`config.mk`:
```
export PLATFORM = sky130hd
export DESIGN_NAME = seq_restoring_divider_flat
export DESIGN_NICKNAME = d
export VERILOG_FILES = /design/src/rtl/seq_restoring_divider_if.sv /design/src/rtl/seq_restoring_divider.sv /design/src/flat_wrapper.sv
export SDC_FILE = /design/constraint.sdc
export NUM_CORES = 1
export LEC_CHECK = 0
export BUFFER_PORTS_ARGS = -buffer_cell sky130_fd_sc_hd__buf_2
export CORE_ASPECT_RATIO = 1.75
export CORE_MARGIN = 1
export CORE_UTILIZATION = 40
export DETAILED_ROUTE_END_ITERATION = 16
export PLACE_DENSITY = 0.56
export RECOVER_POWER = 50
export SYNTH_ARGS = -nofsm -noshare
export SYNTH_HDL_FRONTEND = slang
export SYNTH_SLANG_ARGS = --single-unit
export TNS_END_PERCENT = 30
```
`constraint.sdc`:
```
create_clock -name clk -period 4.4 [get_ports clk]
set_input_delay 0.44 -clock clk [delete_from_list [all_inputs] [get_ports clk]]
set_output_delay 0.44 -clock clk [all_outputs]
set_load 0.01 [all_outputs]
```
`src/rtl/seq_restoring_divider_if.sv`:
```
// rtl/seq_restoring_divider_if.sv - start/busy/done handshake and operand/result bundle for the divider
//
// Purpose: groups the handshake, operand and result signals between a
//   controlling sequencer (master) and seq_restoring_divider (slave).
// Signals:
//   start        master->slave  request a division, sampled only while busy=0
//   dividend     master->slave  N-bit unsigned dividend
//   divisor      master->slave  N-bit unsigned divisor
//   busy         slave->master  operation in progress (accept+1 through done cycle)
//   done         slave->master  one-cycle pulse, results just updated
//   quotient     slave->master  N-bit quotient, held until next completion
//   remainder    slave->master  N-bit remainder, held until next completion
//   div_by_zero  slave->master  divisor was zero for the result on the outputs

interface seq_restoring_divider_if #(
  parameter int N = 8
);
  logic         start;
  logic [N-1:0] dividend;
  logic [N-1:0] divisor;
  logic         busy;
  logic         done;
  logic [N-1:0] quotient;
  logic [N-1:0] remainder;
  logic         div_by_zero;

  modport master (
    output start, dividend, divisor,
    input  busy, done, quotient, remainder, div_by_zero
  );

  modport slave (
    input  start, dividend, divisor,
    output busy, done, quotient, remainder, div_by_zero
  );
endinterface

```
`src/rtl/seq_restoring_divider.sv`:
```
// rtl/seq_restoring_divider.sv - multi-cycle shift-subtract-restore unsigned divider
//
// Purpose: computes dividend / divisor one quotient bit per clock, using
//   n_bit_adder (B inverted, carry_in=1) as the trial subtractor.
// Optional feature macro: DIV_ZERO_DETECT_EN
//   defined   - a zero divisor skips the iterations (latency 1) and raises div_by_zero
//   undefined - a zero divisor runs all N iterations; div_by_zero is tied to 0
// Modules:
//   n_bit_adder           - N-bit adder with carry in/out
//     a, b       in  N   addends
//     carry_in   in  1   carry into bit 0
//     sum        out N   a + b + carry_in, low N bits
//     carry_out  out 1   carry out of bit N-1
//   seq_restoring_divider - the divider
//     clk        in  1   rising-edge clock
//     rst_n      in  1   asynchronous active-low reset
//     bus        slave modport of seq_restoring_divider_if (start/operands/busy/done/results)

module n_bit_adder #(
  parameter int N = 8
) (
  input  logic [N-1:0] a,
  input  logic [N-1:0] b,
  input  logic         carry_in,
  output logic [N-1:0] sum,
  output logic         carry_out
);
  // Ripple chain, one full adder per bit.
  logic [N:0] c;

  always_comb begin
    c[0] = carry_in;
    for (int i = 0; i < N; i++) begin
      sum[i]   = a[i] ^ b[i] ^ c[i];
      c[i+1]   = (a[i] & b[i]) | (c[i] & (a[i] ^ b[i]));
    end
  end

  assign carry_out = c[N];
endmodule

module seq_restoring_divider #(
  parameter int N = 8
) (
  input  logic                   clk,
  input  logic                   rst_n,
  seq_restoring_divider_if.slave bus
);
  localparam int CW = $clog2(N) + 1;

  typedef enum logic [1:0] {
    IDLE = 2'd0,
    CALC = 2'd1,
    DONE = 2'd2
  } state_t;

  state_t        state;
  logic [N-1:0]  q_reg;        // dividend shifting out the top, quotient bits shifting in
  logic [N:0]    r_reg;        // partial remainder
  logic [N-1:0]  divisor_reg;
  logic [CW-1:0] count;

  logic          busy_r;
  logic          done_r;
  logic [N-1:0]  quotient_r;
  logic [N-1:0]  remainder_r;

  logic [N:0]    trial_a;
  logic [N:0]    trial_b;
  logic [N:0]    trial_t;
  logic          no_borrow;
  logic [N:0]    r_next;
  logic [N-1:0]  q_next;

  // The partial remainder always stays below the divisor, so its top bit
  // never feeds the next trial; it is kept only for the full-width register.
  logic          unused_r_msb;
  assign unused_r_msb = r_reg[N];

  // Trial subtraction: shifted remainder minus zero-extended divisor.
  assign trial_a = {r_reg[N-1:0], q_reg[N-1]};
  assign trial_b = ~{1'b0, divisor_reg};

  n_bit_adder #(.N(N + 1)) u_sub (
    .a         (trial_a),
    .b         (trial_b),
    .carry_in  (1'b1),
    .sum       (trial_t),
    .carry_out (no_borrow)
  );

  // carry_out=1 means no borrow: keep the difference; otherwise restore.
  assign r_next = no_borrow ? trial_t : trial_a;
  assign q_next = {q_reg[N-2:0], no_borrow};

`ifdef DIV_ZERO_DETECT_EN
  logic zero_op;
  logic dbz_r;
  assign bus.div_by_zero = dbz_r;
`else
  assign bus.div_by_zero = 1'b0;
`endif

  always_ff @(posedge clk or negedge rst_n) begin
    if (!rst_n) begin
      state       <= IDLE;
      q_reg       <= '0;
      r_reg       <= '0;
      divisor_reg <= '0;
      count       <= '0;
      busy_r      <= 1'b0;
      done_r      <= 1'b0;
      quotient_r  <= '0;
      remainder_r <= '0;
`ifdef DIV_ZERO_DETECT_EN
      zero_op     <= 1'b0;
      dbz_r       <= 1'b0;
`endif
    end else begin
      done_r <= 1'b0;
      case (state)
        IDLE: begin
          if (bus.start) begin
            divisor_reg <= bus.divisor;
            q_reg       <= bus.dividend;
            r_reg       <= '0;
            count       <= '0;
            busy_r      <= 1'b1;
            state       <= CALC;
`ifdef DIV_ZERO_DETECT_EN
            zero_op     <= (bus.divisor == '0);
`endif
          end
        end

        CALC: begin
`ifdef DIV_ZERO_DETECT_EN
          if (zero_op) begin
            // q_reg still holds the untouched dividend here.
            quotient_r  <= '1;
            remainder_r <= q_reg;
            dbz_r       <= 1'b1;
            done_r      <= 1'b1;
            state       <= DONE;
          end else
`endif
          begin
            r_reg <= r_next;
            q_reg <= q_next;
            count <= count + CW'(1);
            if (count == CW'(N - 1)) begin
              quotient_r  <= q_next;
              remainder_r <= r_next[N-1:0];
              done_r      <= 1'b1;
              state       <= DONE;
`ifdef DIV_ZERO_DETECT_EN
              dbz_r       <= 1'b0;
`endif
            end
          end
        end

        DONE: begin
          busy_r <= 1'b0;
          state  <= IDLE;
        end

        default: begin
          busy_r <= 1'b0;
          state  <= IDLE;
        end
      endcase
    end
  end

  assign bus.busy      = busy_r;
  assign bus.done      = done_r;
  assign bus.quotient  = quotient_r;
  assign bus.remainder = remainder_r;
endmodule

```
`src/flat_wrapper.sv`:
```
// flat-port wrapper written by rule: the top's interface ports become plain ports
module seq_restoring_divider_flat 
#(
  parameter int N = 8
)
  (clk, rst_n, bus_start, bus_dividend, bus_divisor, bus_busy, bus_done, bus_quotient, bus_remainder, bus_div_by_zero);
  seq_restoring_divider_if #(.N(N)) bus_i ();
  input  logic clk;
  input  logic rst_n;
  input wire logic [$bits(bus_i.start)-1:0] bus_start;
  input wire logic [$bits(bus_i.dividend)-1:0] bus_dividend;
  input wire logic [$bits(bus_i.divisor)-1:0] bus_divisor;
  output wire logic [$bits(bus_i.busy)-1:0] bus_busy;
  output wire logic [$bits(bus_i.done)-1:0] bus_done;
  output wire logic [$bits(bus_i.quotient)-1:0] bus_quotient;
  output wire logic [$bits(bus_i.remainder)-1:0] bus_remainder;
  output wire logic [$bits(bus_i.div_by_zero)-1:0] bus_div_by_zero;
  assign bus_i.start = bus_start;
  assign bus_i.dividend = bus_dividend;
  assign bus_i.divisor = bus_divisor;
  assign bus_busy = bus_i.busy;
  assign bus_done = bus_i.done;
  assign bus_quotient = bus_i.quotient;
  assign bus_remainder = bus_i.remainder;
  assign bus_div_by_zero = bus_i.div_by_zero;
  seq_restoring_divider #(.N(N)) u_core (.clk(clk), .rst_n(rst_n), .bus(bus_i));
endmodule
```
# After elaboration in Yosys (flattened, before gate mapping)
# Index checks and enable logic that the tools add are counted.
dict set report totals {
  register_bits 48
  out_inout_bits 19
  wordCells 80
}
dict set report op_classes {
  bitwise_logic 45
  muxes 14
  n_eq_ne 4
  reduce_logical 7
  add_sub_neg 1
}
# cell count
set op_table {}
lappend op_table {{case mux 8 bit (2 select lines)} 2}
lappend op_table {{two-way mux 8 bit} 3}
lappend op_table {{AND 1 bit} 17}
lappend op_table {{XOR 1 bit} 16}
lappend op_table {{AND reduction 2 bit} 5}
lappend op_table {{inverter 8 -> 9 bit} 1}
lappend op_table {{OR 1 bit} 9}
lappend op_table {{case mux 4 bit (2 select lines)} 1}
lappend op_table {{adder 4 x 1 -> 4 bit (second input constant)} 1}
lappend op_table {{== test 4 x 3 -> 1 bit (second input constant)} 1}
lappend op_table {{two-way mux 2 bit} 2}
lappend op_table {{two-way mux 4 bit} 1}
lappend op_table {{case mux 2 bit (2 select lines)} 1}
lappend op_table {{two-way mux 1 bit} 3}
lappend op_table {{== test 2 x 1 -> 1 bit (second input constant)} 1}
lappend op_table {{zero test 2 bit} 1}
lappend op_table {{!= test 2 x 1 -> 1 bit (second input constant)} 1}
lappend op_table {{!= test 2 bit (second input constant)} 1}
lappend op_table {{inverter 1 bit} 2}
lappend op_table {{case mux 1 bit (2 select lines)} 1}
lappend op_table {{nonzero test 2 bit} 1}

# Longest topological paths before layout
# Gate-level depths: netlist of run 1.
dict set report depth {
  word_depth 21
  ltp_mapped 15
}

# Cells and area by module
# Synthesis of run 1 repeated with hierarchy kept, for this count alone.
dict set report hier_totals {
  hier_cells 185
  area_unflattened_um2 2331.0
}
# mod instances seq_area_each_um2 cells_per_inst area_each_um2
set by_module_without_submodules {}
lappend by_module_without_submodules {seq_restoring_divider 1 1201.2 166 2113.3}
lappend by_module_without_submodules {n_bit_adder 1 0.0 19 217.7}

# Least setup slack after synthesis of run 1
# No wires, ideal clock.
dict set report synth_timing {
  path_type {reg-to-reg}
  start {register u_core.q_reg[7]}
  end {register u_core.remainder_r[1], in the netlist u_core.bus.remainder[1]}
  path_buffers 1
  slack_ns 0.435
  stages_incl_launch_ff 16
  arrival_ns 3.837
  path_cell_list {dfrtp_1 > inv_1 > ha_1 > inv_1 > fa_1 > fa_1 > fa_1 > fa_1 > fa_1 > fa_1 > inv_1 > fa_1 > nor2b_1 > clkbuf_1 > mux2i_1 > mux2i_1}
}
dict set report synth_between {
  elab_chain_cells 19
  word_cells_on_any_way 21
}
# element line_no
set synth_lines {}
lappend synth_lines {{start, declared} seq_restoring_divider.sv:58} ;# logic [N-1:0] q_reg;
lappend synth_lines {{start signal, assigned} seq_restoring_divider.sv:125} ;# q_reg <= bus.dividend;
lappend synth_lines {{start signal, assigned} seq_restoring_divider.sv:149} ;# q_reg <= q_next;
lappend synth_lines {{AND 1 bit or XOR 1 bit (tied branches)} seq_restoring_divider.sv:35} ;# c[i+1] = (a[i] & b[i]) | (c[i] & (a[i] ^ b[i]));
lappend synth_lines {{OR 1 bit (*)} seq_restoring_divider.sv:35}
lappend synth_lines {{AND 1 bit} seq_restoring_divider.sv:35}
lappend synth_lines {{OR 1 bit} seq_restoring_divider.sv:35}
lappend synth_lines {{AND 1 bit} seq_restoring_divider.sv:35}
lappend synth_lines {{OR 1 bit} seq_restoring_divider.sv:35}
lappend synth_lines {{AND 1 bit} seq_restoring_divider.sv:35}
lappend synth_lines {{OR 1 bit} seq_restoring_divider.sv:35}
lappend synth_lines {{[... 3 more ...]} --}
lappend synth_lines {{OR 1 bit} seq_restoring_divider.sv:35}
lappend synth_lines {{AND 1 bit} seq_restoring_divider.sv:35}
lappend synth_lines {{OR 1 bit} seq_restoring_divider.sv:35}
lappend synth_lines {{AND 1 bit} seq_restoring_divider.sv:35}
lappend synth_lines {{OR 1 bit} seq_restoring_divider.sv:35}
lappend synth_lines {{AND 1 bit} seq_restoring_divider.sv:35}
lappend synth_lines {{OR 1 bit} seq_restoring_divider.sv:35}
lappend synth_lines {{two-way mux 8 bit (*)} seq_restoring_divider.sv:93} ;# assign r_next = no_borrow ? trial_t : trial_a;
lappend synth_lines {{end signal, assigned} seq_restoring_divider.sv:153} ;# remainder_r <= r_next[N-1:0];
lappend synth_lines {{end, declared} seq_restoring_divider.sv:66} ;# logic [N-1:0] remainder_r;
# Mark *: on every way between the ends. The rest lies on a longest branch, timed or not.
# A chain may end at the register's enable or synchronous reset.

# Worst setup path after layout of run 1
dict set report layout_timing {
  start {register u_core.q_reg[7]}
  end {register u_core.remainder_r[2], in the netlist u_core.bus.remainder[2]}
}
dict set report layout_between {
  elab_chain_cells 19
  word_cells_on_any_way 21
}
# element line_no
set layout_lines {}
lappend layout_lines {{AND 1 bit or XOR 1 bit (tied branches)} seq_restoring_divider.sv:35}
lappend layout_lines {{OR 1 bit (*)} seq_restoring_divider.sv:35}
lappend layout_lines {{AND 1 bit (*)} seq_restoring_divider.sv:35}
lappend layout_lines {{OR 1 bit (*)} seq_restoring_divider.sv:35}
lappend layout_lines {{AND 1 bit} seq_restoring_divider.sv:35}
lappend layout_lines {{OR 1 bit} seq_restoring_divider.sv:35}
lappend layout_lines {{AND 1 bit} seq_restoring_divider.sv:35}
lappend layout_lines {{OR 1 bit} seq_restoring_divider.sv:35}
lappend layout_lines {{[... 3 more ...]} --}
lappend layout_lines {{OR 1 bit} seq_restoring_divider.sv:35}
lappend layout_lines {{AND 1 bit} seq_restoring_divider.sv:35}
lappend layout_lines {{OR 1 bit} seq_restoring_divider.sv:35}
lappend layout_lines {{AND 1 bit} seq_restoring_divider.sv:35}
lappend layout_lines {{OR 1 bit} seq_restoring_divider.sv:35}
lappend layout_lines {{AND 1 bit} seq_restoring_divider.sv:35}
lappend layout_lines {{OR 1 bit} seq_restoring_divider.sv:35}
lappend layout_lines {{two-way mux 8 bit (*)} seq_restoring_divider.sv:93}
# Marked as above.

==> flow_summary.yaml, run 1 <==
route:
  ant_nets: 0
  vias_per_cell: 4.86
  drt-initial-drc-count: 22
  first_pass_iters: 4
  post_drt_wl_per_cell_um: 14.5
  wirelength_um: 4340
  drcViolationCount: 0
  vias: 1454
global_routing:
  grt_pass1_wl_um: 7420
  first_global_vias: 1498
  grt.total_usage: 0.168
  grt_overflow: 0
  grt_max_degree: 49
  antenna_found_initial: 0
synth:
  syn_area_um2: 2270
  yosys_warnings: 0
  syn_avg_cell_area_um2: 12.1
  synth.distinct_cells: 28
  syn_inst: 188
  synth_seq_area_share: 0.529
  synth_nets: 216
  yosys_register_bits: 48
setup_path:
  arrival_ps: 4270
  crit_chain: "inv_1, ha_1, inv_1, fa_1, fa_1, fa_1, fa_1, fa_1, fa_1, inv_1, fa_1, nor2b_1, buf_4, mux2i_1, mux2i_1"
  critical_path_class: "register to register"
  critPathBufInv: 4
  path_delay_family: "adder cells"
  worst_path_max_delay_cell: "fa_1"
  crit_path_frequent_cell: "fa_1"
  crit_path_end_kind: "register"
  crit_required_ps: 4550
  crit_path_max_incr_delay_ps: 400
  crit_fanout: 6
  crit_path_start_kind: "register"
timing:
  rsz0062_at_grt: "false"
  fin_crit_ps: 4110
  setup_tns_ps: 0
  finalHoldViolCount: 0
  finalSetupViolCount: 0
  tightest_slew_ps: 2550
  max_slew_margin: -0.697
  period_share: 0.935
  drv_slew: 49
  max_freq_mhz: 243
  fin_worst_skew_ps: 3.07
place:
  numPortBuffers: 36
  hpwl_um: 2950
  gp_congestion: 0.749
  dp.cells: 291
  place_area_um2: 2490
clock_tree:
  clk_latency_ps: 300
  cts-root-buf: "clkbuf_8"
  numCtsBuffers: 5
  ctsHoldBuffers: 0
  cts.path.max_buffers: 2
  clk_pin_slew_ps: 80
  h-tree-depth: 2
  cts_tree: "yes"
  clock-sinks: 48
power:
  vdd_drop_max_v: 0.000346
  p_total_w: 0.00201
  internal-power_w: 0.00124
  power_density_nw_per_um2: 782
  p_seq_frac: 0.407
  clkPwrFrac: 0.135
  comb_power_share: 0.458
  swShare: 0.386
  p_leak_nw: 1.17
  p_switching_w: 0.000777
status:
  status: "finished, violations left"
  violations: "max-capacitance violations, max-slew violations"
finish:
  n_antenna_cell: 0
  layout-drive-gt1-share: 0.256
  final_util: 0.469
  final_nets: 250
  final_cell_area_um2: 2580
  final_cells: 299
  area_growth_pct: 13.5
  nFillCells: 548
flow_run:
  maxCapViolations: 1
floorplanning:
  initial_core_util: 0.413
  ioPinCount: 38
  dieHeight_um: 102
  die_w_um: 58.9
  rows: 36
  core_area_um2: 5500
  dieArea_um2: 5990
worst_hold_path:
  hold_class: "primary input to register"
## routing by layer
layer	vias up	share of wire	GRT usage	routed length [um]
met3	7	0.037	0.0358	161
met5	-	0	0	0
met1	713	0.43	0.207	1870
met4	0	0.021	0.0824	91
met2	34	0.51	0.275	2210
li1	700	-	-	-
## worst register-to-register path, stage by stage, from the launching register on
cell and delay, ps:
dfrtp_1 380, inv_1 90, ha_1 140, inv_1 40
fa_1 380, fa_1 400, fa_1 400, fa_1 390
fa_1 390, fa_1 360, inv_1 70, fa_1 200
nor2b_1 140, buf_4 180, mux2i_1 270, mux2i_1 110
## final timing paths
kind                                        startpoint                             endpoint  slack, ps  depth (start not counted)
setup reg to reg           u_core.q_reg[7]$_DFFE_PN0P_  u_core.bus.remainder[2]$_DFFE_PN0P_        290                         15
min in group asynchronous                        rst_n  u_core.bus.remainder[2]$_DFFE_PN0P_       1010                          2
hold / removal                          bus_divisor[2]    u_core.divisor_reg[2]$_DFFE_PN0P_        370                          2
setup / recovery           u_core.q_reg[7]$_DFFE_PN0P_  u_core.bus.remainder[2]$_DFFE_PN0P_        290                         15
hold reg to reg            u_core.r_reg[6]$_DFFE_PN0P_          u_core.r_reg[6]$_DFFE_PN0P_        500                          2
max in group asynchronous                        rst_n    u_core.divisor_reg[1]$_DFFE_PN0P_       1940                          2
## cells in the final DEF, fill, tap and decap left out
master	n
dfrtp_1	48
nor2b_1	10
mux2i_2	1
nor3b_1	1
a21oi_1	7
clkbuf_8	6
o22ai_1	1
nand2_1	11
o21ai_0	19
nor3_1	1
inv_1	17
o21bai_1	2
a2bb2oi_1	1
or3b_2	1
nand2b_1	2
mux2i_1	14
a22o_1	3
buf_2	29
conb_1	1
nor3_4	1
fa_1	7
nand4_1	1
clkbuf_1	10
mux2_4	3
a22oi_1	8
mux2_2	15
buf_4	1
ha_1	2
## metrics by stage
step / hold slack [ps] / setup WS [ps]
floorplan: 144 / 435
global placement: 465 / 350
detailed placement: 482 / 278
CTS: 252 / 267
global route: 363 / 0.651
finish: 367 / 285
## power groups by stage
stage	Combinational, W	Sequential [W]	Clock [W]
3_5_place_dp	0.000937	0.000829	0
6_report	0.000923	0.000820	0.000271
2_1_floorplan	0.000677	0.000821	0
3_3_place_gp	0.000921	0.000825	0
5_1_grt	0.00106	0.000854	0.000297
4_1_cts	0.000938	0.000822	0.000284
## cells by family (layout without fill, tap and decap cells)
kind of cell               Yosys count  in the layout  share of synthesized area
muxes                               33             33                      0.160
other                                1              1                    0.00165
and+or+nand+nor                     28             28                     0.0706
AOI/OAI and AO/OA                   41             41                      0.109
buffers and inverters               28             63                     0.0568
adders and majority gates            9              9                     0.0728
DFF                                 48             48                      0.529
## synth_stat cells
master     count  share of area
ha_1           2          0.011
a21oi_1        7          0.015
nor3b_1        1         0.0033
a22o_1         3          0.012
nor3_1         1         0.0022
nand2_1       11          0.018
nand4_1        1         0.0028
nand2b_1       2         0.0055
buf_8          1         0.0066
nor3_4         1         0.0072
buf_4          1         0.0033
a22oi_1        8          0.026
dfrtp_1       48           0.53
conb_1         1         0.0017
buf_6          1         0.0050
buf_2          1         0.0022
mux2_2        15          0.074
inv_1         17          0.028
or3b_2         1         0.0039
mux2_4         3          0.020
clkbuf_1       7          0.012
o21ai_0       19          0.042
a2bb2oi_1      1         0.0039
nor2b_1       10          0.028
o21bai_1       2         0.0066
mux2i_1       15          0.066
o22ai_1        1         0.0028
fa_1           7          0.062
## final cells by class
cell class              instances  area [um^2]  share of cell area
well taps                      76         95.1              0.0369
clock buffers                   8         90.1              0.0350
inverters                      17         63.8              0.0248
repair buffers                 38          183              0.0709
flip-flops and latches         48         1200               0.466
multi-input cells             112          943               0.366
## repair_timing
| item | in CTS | in global routing |
|---|---|---|
| gates resized for setup | 0 | 1 |
| buffers inserted | 0 | 0 |
| setup endpoints to repair | 0 | 1 |
No activity file was read; power rests on OpenSTA's default activity.
==> inputs of run 2 (changes only) <==
--- a/config.mk
+++ b/config.mk
@@ -8,10 +8,11 @@
 export BUFFER_PORTS_ARGS = -buffer_cell sky130_fd_sc_hd__buf_2
 export CORE_ASPECT_RATIO = 1.75
 export CORE_MARGIN = 1
-export CORE_UTILIZATION = 40
+export CORE_UTILIZATION = 55
 export DETAILED_ROUTE_END_ITERATION = 16
-export PLACE_DENSITY = 0.56
+export PLACE_DENSITY = 0.74
 export RECOVER_POWER = 50
+export REMOVE_ABC_BUFFERS = 1
 export SYNTH_ARGS = -nofsm -noshare
 export SYNTH_HDL_FRONTEND = slang
 export SYNTH_SLANG_ARGS = --single-unit
==> flow_summary.yaml, run 2 (synthesis gave the netlist of run 1 again) <==
route:
  first_pass_iters: 4
  wirelength_um: 4300
  vias: 1488
  vias_per_cell: 5.51
  drt-initial-drc-count: 25
  post_drt_wl_per_cell_um: 15.9
  ant_nets: 0
  drcViolationCount: 0
floorplanning:
  core_area_um2: 3900
  initial_core_util: 0.581
  dieHeight_um: 87.0
  rows: 30
  ioPinCount: 38
  dieArea_um2: 4400
  die_w_um: 50.6
global_routing:
  grt_pass1_wl_um: 7160
  grt_overflow: 0
  antenna_found_initial: 0
  grt_max_degree: 49
  grt.total_usage: 0.221
  first_global_vias: 1551
place:
  numPortBuffers: 36
  gp_congestion: 0.799
  hpwl_um: 3100
finish:
  area_growth_pct: 11.8
  layout_commonest_cell: "dfrtp_1"
  mostFrequentLayoutCells: "dfrtp_1, buf_2, o21ai_0"
  layout-drive-gt1-share: 0.257
  final_nets: 249
  multiInputGateArea_um2: 943
  n_antenna_cell: 0
  seqCellArea_um2: 1200
  nFillCells: 319
timing:
  fin_crit_ps: 4200
  finalSetupViolCount: 0
  period_share: 0.955
  setup_tns_ps: 0
  fin_worst_skew_ps: 3.79
  finalHoldViolCount: 0
  drv_slew: 49
  max_slew_margin: -0.656
  max_freq_mhz: 238
  rsz0062_at_grt: "false"
  tightest_slew_ps: 2480
power:
  p_seq_frac: 0.401
  p_total_w: 0.00206
  vdd_drop_max_v: 0.000487
  swShare: 0.396
  power_density_nw_per_um2: 811
  comb_power_share: 0.469
  internal-power_w: 0.00124
  p_leak_nw: 1.16
  p_switching_w: 0.000815
  clkPwrFrac: 0.130
setup_path:
  critical_path_class: "register to register"
  crit_required_ps: 4550
  crit_path_start_kind: "register"
  crit_path_end_kind: "register"
  crit_fanout: 6
  arrival_ps: 4350
status:
  status: "finished, violations left"
  violations: "max-capacitance violations, max-slew violations"
clock_tree:
  cts.path.max_buffers: 2
  h-tree-depth: 2
  cts-root-buf: "clkbuf_8"
  numCtsBuffers: 5
  ctsHoldBuffers: 0
  cts_tree: "yes"
  clk_latency_ps: 300
  clock-sinks: 48
  clk_pin_slew_ps: 80
flow_run:
  maxCapViolations: 1
worst_hold_path:
  hold_class: "primary input to register"
[run 2: repair_timing]
action,4_1_cts,5_1_grt
setup endpoints to repair,0,1
gates resized for setup,0,1
setup buffers,0,0
[run 2: path summary, 6_finish.rpt]
check	start	to	slack (ps)	cells after the start
max in group asynchronous	rst_n	u_core.bus.remainder[2]$_DFFE_PN0P_	2090	1
min	bus_divisor[7]	u_core.divisor_reg[7]$_DFFE_PN0P_	370	2
min in group asynchronous	rst_n	u_core.bus.quotient[3]$_DFFE_PN0P_	900	1
max	u_core.q_reg[7]$_DFFE_PN0P_	u_core.bus.remainder[5]$_DFFE_PN0P_	200	15
min reg2reg	u_core.r_reg[6]$_DFFE_PN0P_	u_core.r_reg[6]$_DFFE_PN0P_	500	2
max reg2reg	u_core.q_reg[7]$_DFFE_PN0P_	u_core.bus.remainder[5]$_DFFE_PN0P_	200	15
[run 2: per-layer routing]
metal	up-vias	GRT usage	routed length, um
met3	5	0.0454	170
met5	-	0	0
met4	0	0.0758	52
met2	44	0.394	2310
li1	700	-	-
met1	739	0.258	1770
[run 2: area by class of cell]
cell class | instances | area share
flip-flops and latches | 48 | 0.473
multi-input cells | 112 | 0.372
repair buffers | 37 | 0.0695
clock buffers | 6 | 0.0325
inverters | 17 | 0.0251
well taps | 48 | 0.0237
clock inverters | 2 | 0.00394
[run 2: stage by stage]
stage / setup WS (ps) / cells / hold WS [ps] / util / instance area, um^2
floorplan: 344 / 177 / 144 / - / 2200
global placement: 368 / 262 / 470 / 0.628 / 2450
detailed placement: 235 / 262 / 478 / 0.628 / 2450
CTS: 214 / 270 / 357 / 0.652 / 2540
global route: 2.59 / 270 / 358 / 0.650 / 2540
finish: 198 / 270 / 368 / 0.650 / 2540
[run 2: worst max-delay path, stage by stage, from the launching register on]
cell     delay (ps)
dfrtp_1         390
inv_1            90
ha_1            150
inv_1            50
fa_1            380
fa_1            390
fa_1            400
fa_1            400
fa_1            400
fa_1            370
inv_1            90
fa_1            230
nor2b_1         150
buf_4           180
mux2i_1         280
mux2i_1         120
[run 2: power by group through the flow]
| stage | Combinational [W] | Clock [W] | Sequential, W |
|---|---|---|---|
| after CTS | 0.000968 | 0.000271 | 0.000824 |
| after floorplan | 0.000642 | 0 | 0.000828 |
| after global routing | 0.00108 | 0.000289 | 0.000855 |
| final | 0.000965 | 0.000267 | 0.000826 |
| after global placement | 0.000910 | 0 | 0.000818 |
| after detailed placement | 0.000965 | 0 | 0.000832 |
